$ cat config.mk
export PLATFORM = sky130hd
export DESIGN_NAME = mux16_rr_arbiter_flat
export DESIGN_NICKNAME = d
export VERILOG_FILES = /design/src/rtl/mux16_rr_arbiter_if.sv /design/src/rtl/mux16_rr_arbiter.sv /design/src/flat_wrapper.sv
export SDC_FILE = /design/constraint.sdc
export NUM_CORES = 1
export LEC_CHECK = 0
export ABC_AREA = 1
export CAP_MARGIN = 40
export CORE_ASPECT_RATIO = 0.8
export CORE_MARGIN = 10
export CORE_UTILIZATION = 47
export DETAILED_ROUTE_END_ITERATION = 10
export PLACE_DENSITY = 0.86
export SLEW_MARGIN = 30
export SYNTH_ARGS = -nofsm -noshare
export SYNTH_HDL_FRONTEND = slang
export SYNTH_SLANG_ARGS = --single-unit
$ cat constraint.sdc
create_clock -name clk -period 3.71 [get_ports clk]
set_clock_uncertainty 0.2 [all_clocks]
set_input_delay 0.742 -clock clk [delete_from_list [all_inputs] [get_ports clk]]
set_output_delay 0.742 -clock clk [all_outputs]
set_load 0.1 [all_outputs]
$ cat src/rtl/mux16_rr_arbiter_if.sv
// Bundle of the request, data, select and grant signals shared by the 16 source
// lanes, the round-robin arbiter and the single downstream consumer.
interface mux16_rr_arbiter_if;
  logic [15:0] req;
  logic [15:0] in;
  logic [3:0]  sel;
  logic [15:0] grant;
  logic        busy;
  logic        out;

  // Lane side: presents requests and data, observes the grant and the muxed bit.
  modport master (
    output req,
    output in,
    input  sel,
    input  grant,
    input  busy,
    input  out
  );

  // Arbiter side.
  modport slave (
    input  req,
    input  in,
    output sel,
    output grant,
    output busy,
    output out
  );
endinterface

$ cat src/rtl/mux16_rr_arbiter.sv
// Round-robin arbiter for a shared 16:1 single-bit mux: registers the winning
// select code, holds each grant for at most HOLD cycles, forwards in[sel].
module mux16_rr_arbiter #(
  parameter int HOLD = 4,
  parameter int CW   = 4
) (
  input  logic              clk,
  input  logic              rst,
  mux16_rr_arbiter_if.slave bus
);

  typedef enum logic {
    IDLE  = 1'b0,
    GRANT = 1'b1
  } state_t;

  state_t          state, state_d;
  logic [3:0]      sel_q, sel_d;
  logic [CW-1:0]   cnt_q, cnt_d;
  logic            busy;
  logic            release_now;
  logic            found;
  logic [3:0]      winner;

  assign busy        = (state == GRANT);
  assign release_now = busy & (~bus.req[sel_q] | (cnt_q == CW'(HOLD - 1)));

  // Cyclic search starting just after the last winner; the last step (k=16)
  // lands on sel_q itself so a sole requester can be re-granted.
  always_comb begin
    logic [3:0] idx;
    found  = 1'b0;
    winner = sel_q;
    idx    = sel_q;
    for (int k = 1; k <= 16; k++) begin
      idx = sel_q + 4'(k);
      if (!found && bus.req[idx]) begin
        found  = 1'b1;
        winner = idx;
      end
    end
  end

  // NOTE: every signal driven here gets a default first so no latch is inferred.
  always_comb begin
    state_d = state;
    sel_d   = sel_q;
    cnt_d   = cnt_q;
    unique case (state)
      IDLE: begin
        if (found) begin
          state_d = GRANT;
          sel_d   = winner;
          cnt_d   = '0;
        end
      end
      GRANT: begin
        if (release_now) begin
          cnt_d = '0;
          if (found) begin
            sel_d = winner;
          end else begin
            state_d = IDLE;
          end
        end else begin
          cnt_d = cnt_q + CW'(1);
        end
      end
      default: state_d = IDLE;
    endcase
  end

  // NOTE: state registers use non-blocking assignments so all flops update together.
  always_ff @(posedge clk or posedge rst) begin
    if (rst) begin
      state <= IDLE;
      sel_q <= 4'hF;
      cnt_q <= '0;
    end else begin
      state <= state_d;
      sel_q <= sel_d;
      cnt_q <= cnt_d;
    end
  end

  assign bus.sel   = sel_q;
  assign bus.busy  = busy;
  assign bus.grant = busy ? (16'h0001 << sel_q) : 16'h0000;
  assign bus.out   = busy & bus.in[sel_q];

endmodule

$ cat src/flat_wrapper.sv
// flat-port wrapper written by rule: the top's interface ports become plain ports
module mux16_rr_arbiter_flat 
#(
  parameter int HOLD = 4,
  parameter int CW   = 4
)
  (clk, rst, bus_req, bus_in, bus_sel, bus_grant, bus_busy, bus_out);
  mux16_rr_arbiter_if bus_i ();
  input  logic clk;
  input  logic rst;
  input wire logic [$bits(bus_i.req)-1:0] bus_req;
  input wire logic [$bits(bus_i.in)-1:0] bus_in;
  output wire logic [$bits(bus_i.sel)-1:0] bus_sel;
  output wire logic [$bits(bus_i.grant)-1:0] bus_grant;
  output wire logic [$bits(bus_i.busy)-1:0] bus_busy;
  output wire logic [$bits(bus_i.out)-1:0] bus_out;
  assign bus_i.req = bus_req;
  assign bus_i.in = bus_in;
  assign bus_sel = bus_i.sel;
  assign bus_grant = bus_i.grant;
  assign bus_busy = bus_i.busy;
  assign bus_out = bus_i.out;
  mux16_rr_arbiter #(.HOLD(HOLD), .CW(CW)) u_core (.clk(clk), .rst(rst), .bus(bus_i));
endmodule
==> Yosys cells after proc, flatten, opt, wreduce, memory -nomap -nowiden <==
Index checks and enable logic that the tools add are counted.
{ "word_totals": {"register_bits": 9, "inputBits": 34} }
{ "classes": {"bitwise": 5, "n_reduce_logical": 30, "eq_ne": 3, "muxes": 76, "add_sub_neg": 16, "n_lt_le_gt_ge": 16, "shifts": 1} }
{ "op_table": {"columns": ["op", "n"], "rows": [
  ["< comparator 4 x 5 -> 1 bit, second input constant", 16],
  ["two-way mux 4 bit", 20],
  ["binary-select mux 1 bit (select 4 bit)", 17],
  ["two-way mux 1 bit", 35],
  ["adder 4 bit, second input constant", 8],
  ["adder 4 x 3 -> 4 bit, second input constant", 4],
  ["two-way mux 16 bit", 1],
  ["case mux 4 bit (2 select lines)", 2],
  ["left shift 1 x 4 -> 16 bit, first input constant", 1],
  ["logical AND 1 bit", 15],
  ["logical NOT 1 bit", 15],
  ["adder 4 x 1 -> 4 bit, second input constant", 2],
  ["adder 4 x 2 -> 4 bit, second input constant", 2],
  ["== test 4 x 2 -> 1 bit, second input constant", 1],
  ["bitwise AND 1 bit", 2],
  ["inequality test 2 x 1 -> 1 bit, second input constant", 1],
  ["inequality test 2 bit, second input constant", 1],
  ["NOT 1 bit", 2],
  ["case mux 1 bit (2 select lines)", 1],
  ["bitwise OR 1 bit", 1]
]} }

==> Depth between registers and ports, before layout <==
Gate-level depths: netlist (run 1).
{ "depth": {"ltp_word": 52, "mapped_depth": 28, "ltp_nobuf": 26} }

==> Worst setup path before layout (run 1) <==
No wires, ideal clock.
{ "synth_path": {"path_type": "reg2out", "startpoint": "register u_core.sel_q[0], in the netlist u_core.bus.sel[0]", "endpoint": "output port bus_out", "t_required_ps": 2768, "path_slack_ps": -435, "path_stages_with_launch": 7, "t_arrival_ps": 3203, "path_cell_list": "dfstp_2 > buf_6 > buf_4 > o21ai_0 > o22ai_1 > nand2_1 > a41oi_1"} }
{ "synth_between": {"elab_chain_len": 3} }
{ "synth_rtl": {"columns": ["item", "line_no", "source"], "rows": [
  ["start: declaration", "mux16_rr_arbiter.sv:18", "logic [3:0] sel_q, sel_d;"],
  ["start signal: assignment", "mux16_rr_arbiter.sv:81", "sel_q <= sel_d;"],
  ["binary-select mux 1 bit (select 4 bit)", "mux16_rr_arbiter.sv:89", "assign bus.out = busy & bus.in[sel_q];"],
  ["two-way mux 1 bit (implied by the code)", "mux16_rr_arbiter.sv:89", null],
  ["bitwise AND 1 bit", "mux16_rr_arbiter.sv:89", null],
  ["end: declaration", "flat_wrapper.sv:16", "output wire logic [$bits(bus_i.out)-1:0] bus_out;"]
]} }
Every way passes these cells. The select of a mux whose other input is x is not followed.

==> Final worst setup path (run 1) <==
{ "layout_path": {"startpoint": "register u_core.sel_q[1], in the netlist u_core.bus.sel[1]", "endpoint": "register u_core.sel_q[1], in the netlist u_core.bus.sel[1]"} }
{ "layout_between": {"elab_chain_len": 52, "word_cells_on_any_way": 116, "classes_between": "15 x add/sub; 1 x eq/ne; 67 x mux; 3 x bitwise; 30 x reduce/logical"} }
{ "layout_rtl": {"columns": ["item", "line_no", "source"], "rows": [
  ["adder 4 x 1 -> 4 bit", "mux16_rr_arbiter.sv:36", "idx = sel_q + 4'(k);"],
  ["binary-select mux 1 bit (select 4 bit)", "mux16_rr_arbiter.sv:37", "if (!found && bus.req[idx]) begin"],
  ["two-way mux 1 bit (implied by the code)", "mux16_rr_arbiter.sv:37", null],
  ["two-way mux 1 bit", "mux16_rr_arbiter.sv:37", null],
  ["logical NOT 1 bit", "mux16_rr_arbiter.sv:37", null],
  ["logical AND 1 bit", "mux16_rr_arbiter.sv:37", null],
  ["two-way mux 1 bit", "mux16_rr_arbiter.sv:37", null],
  ["logical NOT 1 bit", "mux16_rr_arbiter.sv:37", null],
  ["[36 not listed]", null, null],
  ["logical AND 1 bit", "mux16_rr_arbiter.sv:37", null],
  ["two-way mux 1 bit", "mux16_rr_arbiter.sv:37", null],
  ["logical NOT 1 bit", "mux16_rr_arbiter.sv:37", null],
  ["logical AND 1 bit", "mux16_rr_arbiter.sv:37", null],
  ["two-way mux 4 bit or two-way mux 1 bit (tied branches)", "mux16_rr_arbiter.sv:37", null],
  ["two-way mux 4 bit", "mux16_rr_arbiter.sv:51, mux16_rr_arbiter.sv:60", null],
  ["two-way mux 4 bit", "mux16_rr_arbiter.sv:58", "if (release_now) begin"],
  ["case mux 4 bit (2 select lines)", "mux16_rr_arbiter.sv:49", "unique case (state)"]
]} }
Several ways; a longest one is shown, not always the timed one. The select of a mux whose other input is x is not followed.
A chain may end at the register's enable or synchronous reset.

==> results.yml, run 1 <==
grt:
  grt_util_all_layers: 0.2016
  antenna_found_initial: 0
  grt_pass1_vias: 3126
  grt_overflow: 0
  grt_first_pass_wirelength_mm: 15.49
  grt_start_max_net_pins: 32
synthesis:
  netlist_instances: 483
  async_flop_share: 1.000
  synth_common_cells: "nand2_1 (154), nand3_1 (104), nor2_1 (51)"
  synth_edf_count: 0
  synth_most_common_cell: "nand2_1"
  yosysTopAreaCell: "nand2_1"
  netlist_area_um2: 2656
  ys_types: 43
  ys_ff_latch: 9
  synth_nets: 531
  yosysTopAreaCellShare: 0.2176
  yosys_warnings: 0
  ys_top_cells_by_area: "nand2_1 (22%), nand3_1 (20%), nor2_1 (7.2%), inv_1 (6.9%), ha_1 (6.6%)"
  postSynthAreaPerCell_um2: 5.500
  yosysSeqAreaShare: 0.08667
  ys.flop_type: "dfrtp_1"
hold_path:
  hold_class: "register to register"
clocking:
  ctsHoldBuffers: 0
  cts_tree: "yes"
  cts_sinks: 9
  cts_buffers: 3
  ctsRootBufferMaster: "clkbuf_8"
  insertion_delay_ns: 0.24
  path_clk_slew_ns: 0.05
  clk_path_buf_depth: 2
  h-tree-depth: 1
floorplanning:
  ios: 56
  start_util: 0.4860
  rows: 24
  die_h_um: 87.24
  dieArea_um2: 9077
  core_area_um2: 5465
  die_w_um: 104.1
placement:
  post-dp-hpwl_mm: 7.736
  gp_congestion: 1.030
  port_buffers: 55
  dpl.cell_count: 620
run:
  maxCapViolations: 0
route:
  post_drt_wl_per_cell_um: 15.29
  vias: 3587
  remaining_drc_errors: 0
  via_per_inst: 5.649
  wl_mm: 9.707
  drtIter0Drc: 489
  ant_nets: 0
  firstDrtPassIters: 5
timing:
  finalCriticalPeriod_ns: 3.553
  min_period_over_period: 0.9577
  timing.fmax_mhz: 281.4
  maxSlewViolCount: 0
  hold_viol: 0
  worstMarginPinSlew_ns: 0.5447
  max-slew-margin-rel: 0.6331
  setup_viol: 0
  tns_ns: 0
layout:
  n_antenna_cell: 0
  num-fill-cells: 495
  final_cells: 635
  drive_above_1_share: 0.1831
  finalNetCount: 606
  area_delta_synth_final_pct: 33.91
  post-route-util: 0.6509
setup_path:
  crit_path_start_kind: "register"
  worstPathMaxFanout: 10
  cp_data_arrival_time_ns: 3.54
  endpoint_kind: "register"
  critical_path_required_ns: 3.70
  critPathKind: "register to register"
status:
  status: "completed"
state kept, by name (all words and copies together), names as in the netlist:
name / count
u_core.bus.busy: 1
u_core.bus.sel: 4
u_core.cnt_q: 4
routing by layer:
layer,GRT usage,up-vias,part of all wire
met5,0,-,0
met4,0.05801,0,0.022
met3,0.01997,24,0.088
met2,0.3316,213,0.45
met1,0.2737,1625,0.44
li1,-,1725,-
through the flow:
step | worst slack, ns | hold slack, ns | instance area (um2)
after floorplan | -0.04278 | 0.2776 | 2673
after global placement | 0.2217 | 0.2908 | 3316
after detailed placement | 0.1010 | 0.3064 | 3316
after CTS | 0.1707 | 0.3140 | 3361
after global routing | -0.04780 | 0.3389 | 3557
final | 0.1568 | 0.3153 | 3557
critical path: stages, from the launching register on:
cell,delay (ns)
dfstp_4,0.65
clkinvlp_4,0.19
ha_4,0.33
buf_6,0.14
nand3_1,0.11
nand3_1,0.10
nand2_1,0.13
o21ai_4,0.22
nand2_2,0.10
nor2_4,0.13
nand4_4,0.13
nor2_8,0.18
nand3_2,0.10
clkinv_1,0.10
o41ai_2,0.10
nand2_1,0.16
nand2_1,0.09
inv_2,0.09
nand2_1,0.09
inv_2,0.05
nand2_1,0.04
nand2_1,0.05
layout make-up:
| type | count | area, um2 | area share |
|---|---|---|---|
| multi-input combinational | 404 | 2227 | 0.6261 |
| timing repair buffer | 82 | 718.2 | 0.2019 |
| sequential | 9 | 237.7 | 0.06683 |
| inverter | 58 | 231.5 | 0.06507 |
| tap | 78 | 97.59 | 0.02744 |
| clock buffer | 4 | 45.04 | 0.01266 |
cells in the final DEF (no fill, tap or decap), types with 2 or more instances in the layout:
| master | count |
|---|---|
| o21ai_0 | 16 |
| dfstp_4 | 2 |
| ha_4 | 2 |
| clkbuf_8 | 3 |
| nand4_4 | 2 |
| nand2_1 | 153 |
| ha_1 | 12 |
| dfstp_2 | 2 |
| clkdlybuf4s50_1 | 33 |
| nand2_4 | 2 |
| nand3_1 | 100 |
| and2_1 | 2 |
| nand3_2 | 7 |
| buf_4 | 46 |
| o22ai_1 | 7 |
| o21ai_1 | 6 |
| inv_1 | 46 |
| nor2_4 | 3 |
| nand4_1 | 9 |
| xor2_4 | 3 |
| inv_6 | 2 |
| inv_2 | 8 |
| dfrtp_1 | 5 |
| a21oi_1 | 4 |
| nor2_1 | 51 |
| nand2_2 | 5 |
| xor2_2 | 2 |
| buf_6 | 2 |
logic make-up after synthesis:
group / count (synthesis) / share of synthesized area
AOI/OAI and AO/OA: 42 / 0.09610
xor gates and xnor gates: 8 / 0.04475
adders and majority gates: 14 / 0.06595
buffers and inverters: 70 / 0.1163
DFF: 9 / 0.08667
muxes: 1 / 0.003768
and+or+nand+nor: 339 / 0.5864
path summary, 6_finish.rpt:
| check | start | end | slack [ns] | depth (start not counted) |
|---|---|---|---|---|
| worst max-delay path | u_core.bus.sel[1] | u_core.bus.sel[1] | 0.16 | 21 |
| worst min-delay path | u_core.cnt_q[0] | u_core.cnt_q[0] | 0.32 | 1 |
| worst max register to register | u_core.bus.sel[1] | u_core.bus.sel[1] | 0.16 | 21 |
| worst min register to register | u_core.cnt_q[0] | u_core.cnt_q[0] | 0.32 | 1 |
| max in group asynchronous | rst | u_core.bus.sel[3] | 2.44 | 2 |
| min in group asynchronous | rst | u_core.bus.busy | 0.58 | 2 |
timing repair:
action	in CTS	in global routing
endpoints found under the setup margin	0	8
setup buffers	0	11
gates resized for setup	0	20
Power of run 1 is left out: the tool's default activity adds up to more than one toggle a clock period on the data nets, which glitch-free logic cannot reach.
==> inputs of run 2 (changes only) <==
--- a/config.mk
+++ b/config.mk
@@ -8,10 +8,9 @@
 export ABC_AREA = 1
 export CAP_MARGIN = 40
 export CORE_ASPECT_RATIO = 0.8
-export CORE_MARGIN = 10
 export CORE_UTILIZATION = 47
 export DETAILED_ROUTE_END_ITERATION = 10
-export PLACE_DENSITY = 0.86
+export PLACE_DENSITY = 0.88
 export SLEW_MARGIN = 30
 export SYNTH_ARGS = -nofsm -noshare
 export SYNTH_HDL_FRONTEND = slang
==> constraint.sdc (replaced) <==
create_clock -name clk -period 3.1 [get_ports clk]
set_clock_uncertainty 0.2 [all_clocks]
set_input_delay 0.62 -clock clk [delete_from_list [all_inputs] [get_ports clk]]
set_output_delay 0.62 -clock clk [all_outputs]
set_load 0.02 [all_outputs]
==> results.yml, run 2 (synthesis gave the netlist of run 1 again) <==
floorplanning:
  die_w_um: 86.05
  core_area_um2: 5435
  ios: 56
  rows: 24
  start_util: 0.4887
  die_h_um: 69.24
  dieArea_um2: 5958
clocking:
  cts_sinks: 9
  cts_tree: "yes"
  ctsRootBufferMaster: "clkbuf_8"
  clk_path_buf_depth: 2
  insertion_delay_ns: 0.23
  cts_buffers: 3
  ctsHoldBuffers: 0
  h-tree-depth: 1
  path_clk_slew_ns: 0.04
grt:
  grt_util_all_layers: 0.3658
  grt_start_max_net_pins: 32
  grt_first_pass_wirelength_mm: 17.46
  grt_pass1_vias: 3865
  grt_overflow: 0
  antenna_found_initial: 0
timing:
  maxSlewViolCount: 0
  finalCriticalPeriod_ns: 3.366
  min_period_over_period: 1.086
  max-slew-margin-rel: 0.6923
  hold_viol: 0
  timing.fmax_mhz: 297.1
  setup_slack_ns: -0.2661
  worstMarginPinSlew_ns: 0.4585
  setup_viol: 9
  grt_setup_unrepaired: "true"
setup_path:
  r2r-start: "u_core.bus.sel[1]"
  critPathLaunch: "u_core.bus.sel[1]"
  crit_chain: "buf_6 > ha_1 > nand2_1 > xor2_2 > nand3_2 > nand2_4 > nand3_4 > nor2_4 > buf_6 > nand3_1 > buf_6 > o21ai_1 > inv_1 > nand2_1 > o21ai_1 > nand2_1 > nand2_1 > nand3_1 > nand3_1 > nand2_1 > nand2_1"
  critPathKind: "register to register"
  r2r_slack_ns: -0.27
  reg2reg_to: "u_core.bus.sel[1]"
  critical_path.most_common_cell: "nand2_1"
  cp_data_arrival_time_ns: 3.33
  crit_path_start_kind: "register"
  slowest_stage: "dfstp_2"
  endpoint_kind: "register"
  r2r_cells: 21
  worstPathMaxFanout: 6
  cp-endpoint: "u_core.bus.sel[1]"
  critical_path_required_ns: 3.06
  slowest_delay_ns: 0.60
route:
  vias: 4351
  via_per_inst: 6.288
  remaining_drc_errors: 0
  post_drt_wl_per_cell_um: 18.83
  ant_nets: 0
  firstDrtPassIters: 10
  wl_mm: 13.03
  drtIter0Drc: 640
layout:
  finalNetCount: 663
  num-fill-cells: 321
  drive_above_1_share: 0.3176
  mostFrequentLayoutCell: "nand2_1"
  multi_input_area_um2: 2514
  n_antenna_cell: 0
  area_delta_synth_final_pct: 64.48
  layout_common_cells: "nand2_1 (138), buf_4 (73), nand3_1 (70)"
  fin_area_um2: 4369
  seq_area_um2: 230.2
placement:
  port_buffers: 55
  place_area_um2: 3785
  post-dp-hpwl_mm: 8.060
  gp_congestion: 1.022
  pre_cts_slack_ns: -0.2845
run:
  maxCapViolations: 0
hold_path:
  hold_class: "register to register"
status:
  status: "finished, violations left"
  violations: "setup timing"
==> run 2: changes by cell type in the layout (fill, tap and decap cells not counted), moves of 12 or more <==
cell / delta
nand2_1: -15
clkdlybuf4s50_1: +21
nand2_2: +12
nand3_1: -30
nand3_2: +23
buf_4: +27
==> run 2: through the flow <==
step                        util  setup TNS, ns  hold WS (ns)  cells
final                     0.8039         -1.370        0.3221    692
after global routing      0.8039         -2.500        0.3550    692
after CTS                 0.7495       -0.04484        0.3253    687
after detailed placement  0.6964         -1.389        0.3088    666
after global placement    0.6964        -0.7058        0.2926    666
after floorplan                -         -1.235        0.2451    483
==> run 2: repair_timing <==
action                                  4_1_cts  5_1_grt
gates cloned                                  0        0
pin swaps                                    13       23
gates resized for setup                      27       65
endpoints found under the setup margin        9       10
endpoints found under the hold margin         0        0
buffers inserted                             17        5
==> run 2: cell type report <==
| class | instances | area share |
|---|---|---|
| Tap cell | 78 | 0.02234 |
| Multi-Input combinational cell | 404 | 0.5753 |
| Clock buffer | 4 | 0.01031 |
| Sequential cell | 9 | 0.05269 |
| Inverter | 58 | 0.05498 |
| Timing Repair Buffer | 139 | 0.2844 |
==> run 2: critical path: cells and delay by family (launching register included) <==
family          cells  cell delay, ns
simple gates       13            1.32
flops               1            0.60
xor+xnor            1            0.31
buf+inv             4            0.51
compound gates      2            0.18
fa+ha+maj           1            0.17
==> run 2: per-layer routing <==
layer	vias to the layer above	part of all wire	track usage	wire (um)
met5	-	0	0	0
met4	0	0.072	0.2019	935
met3	132	0.13	0.05238	1629
met2	426	0.45	0.5899	5809
met1	1942	0.36	0.4673	4653
li1	1851	-	-	-
==> run 2: how the worst min path moves through the flow <==
| stage | start | to | slack (ns) | cells past startpoint |
|---|---|---|---|---|
| global placement | u_core.cnt_q[0] | u_core.cnt_q[0] | 0.29 | 1 |
| floorplan | rst | u_core.bus.busy | 0.25 | 1 |
| CTS | u_core.cnt_q[0] | u_core.cnt_q[0] | 0.33 | 1 |
| finish | u_core.cnt_q[0] | u_core.cnt_q[0] | 0.32 | 1 |
| global route | u_core.cnt_q[0] | u_core.cnt_q[0] | 0.35 | 1 |
| detailed placement | u_core.cnt_q[0] | u_core.cnt_q[0] | 0.31 | 1 |
Power of run 2 is left out for the same reason.
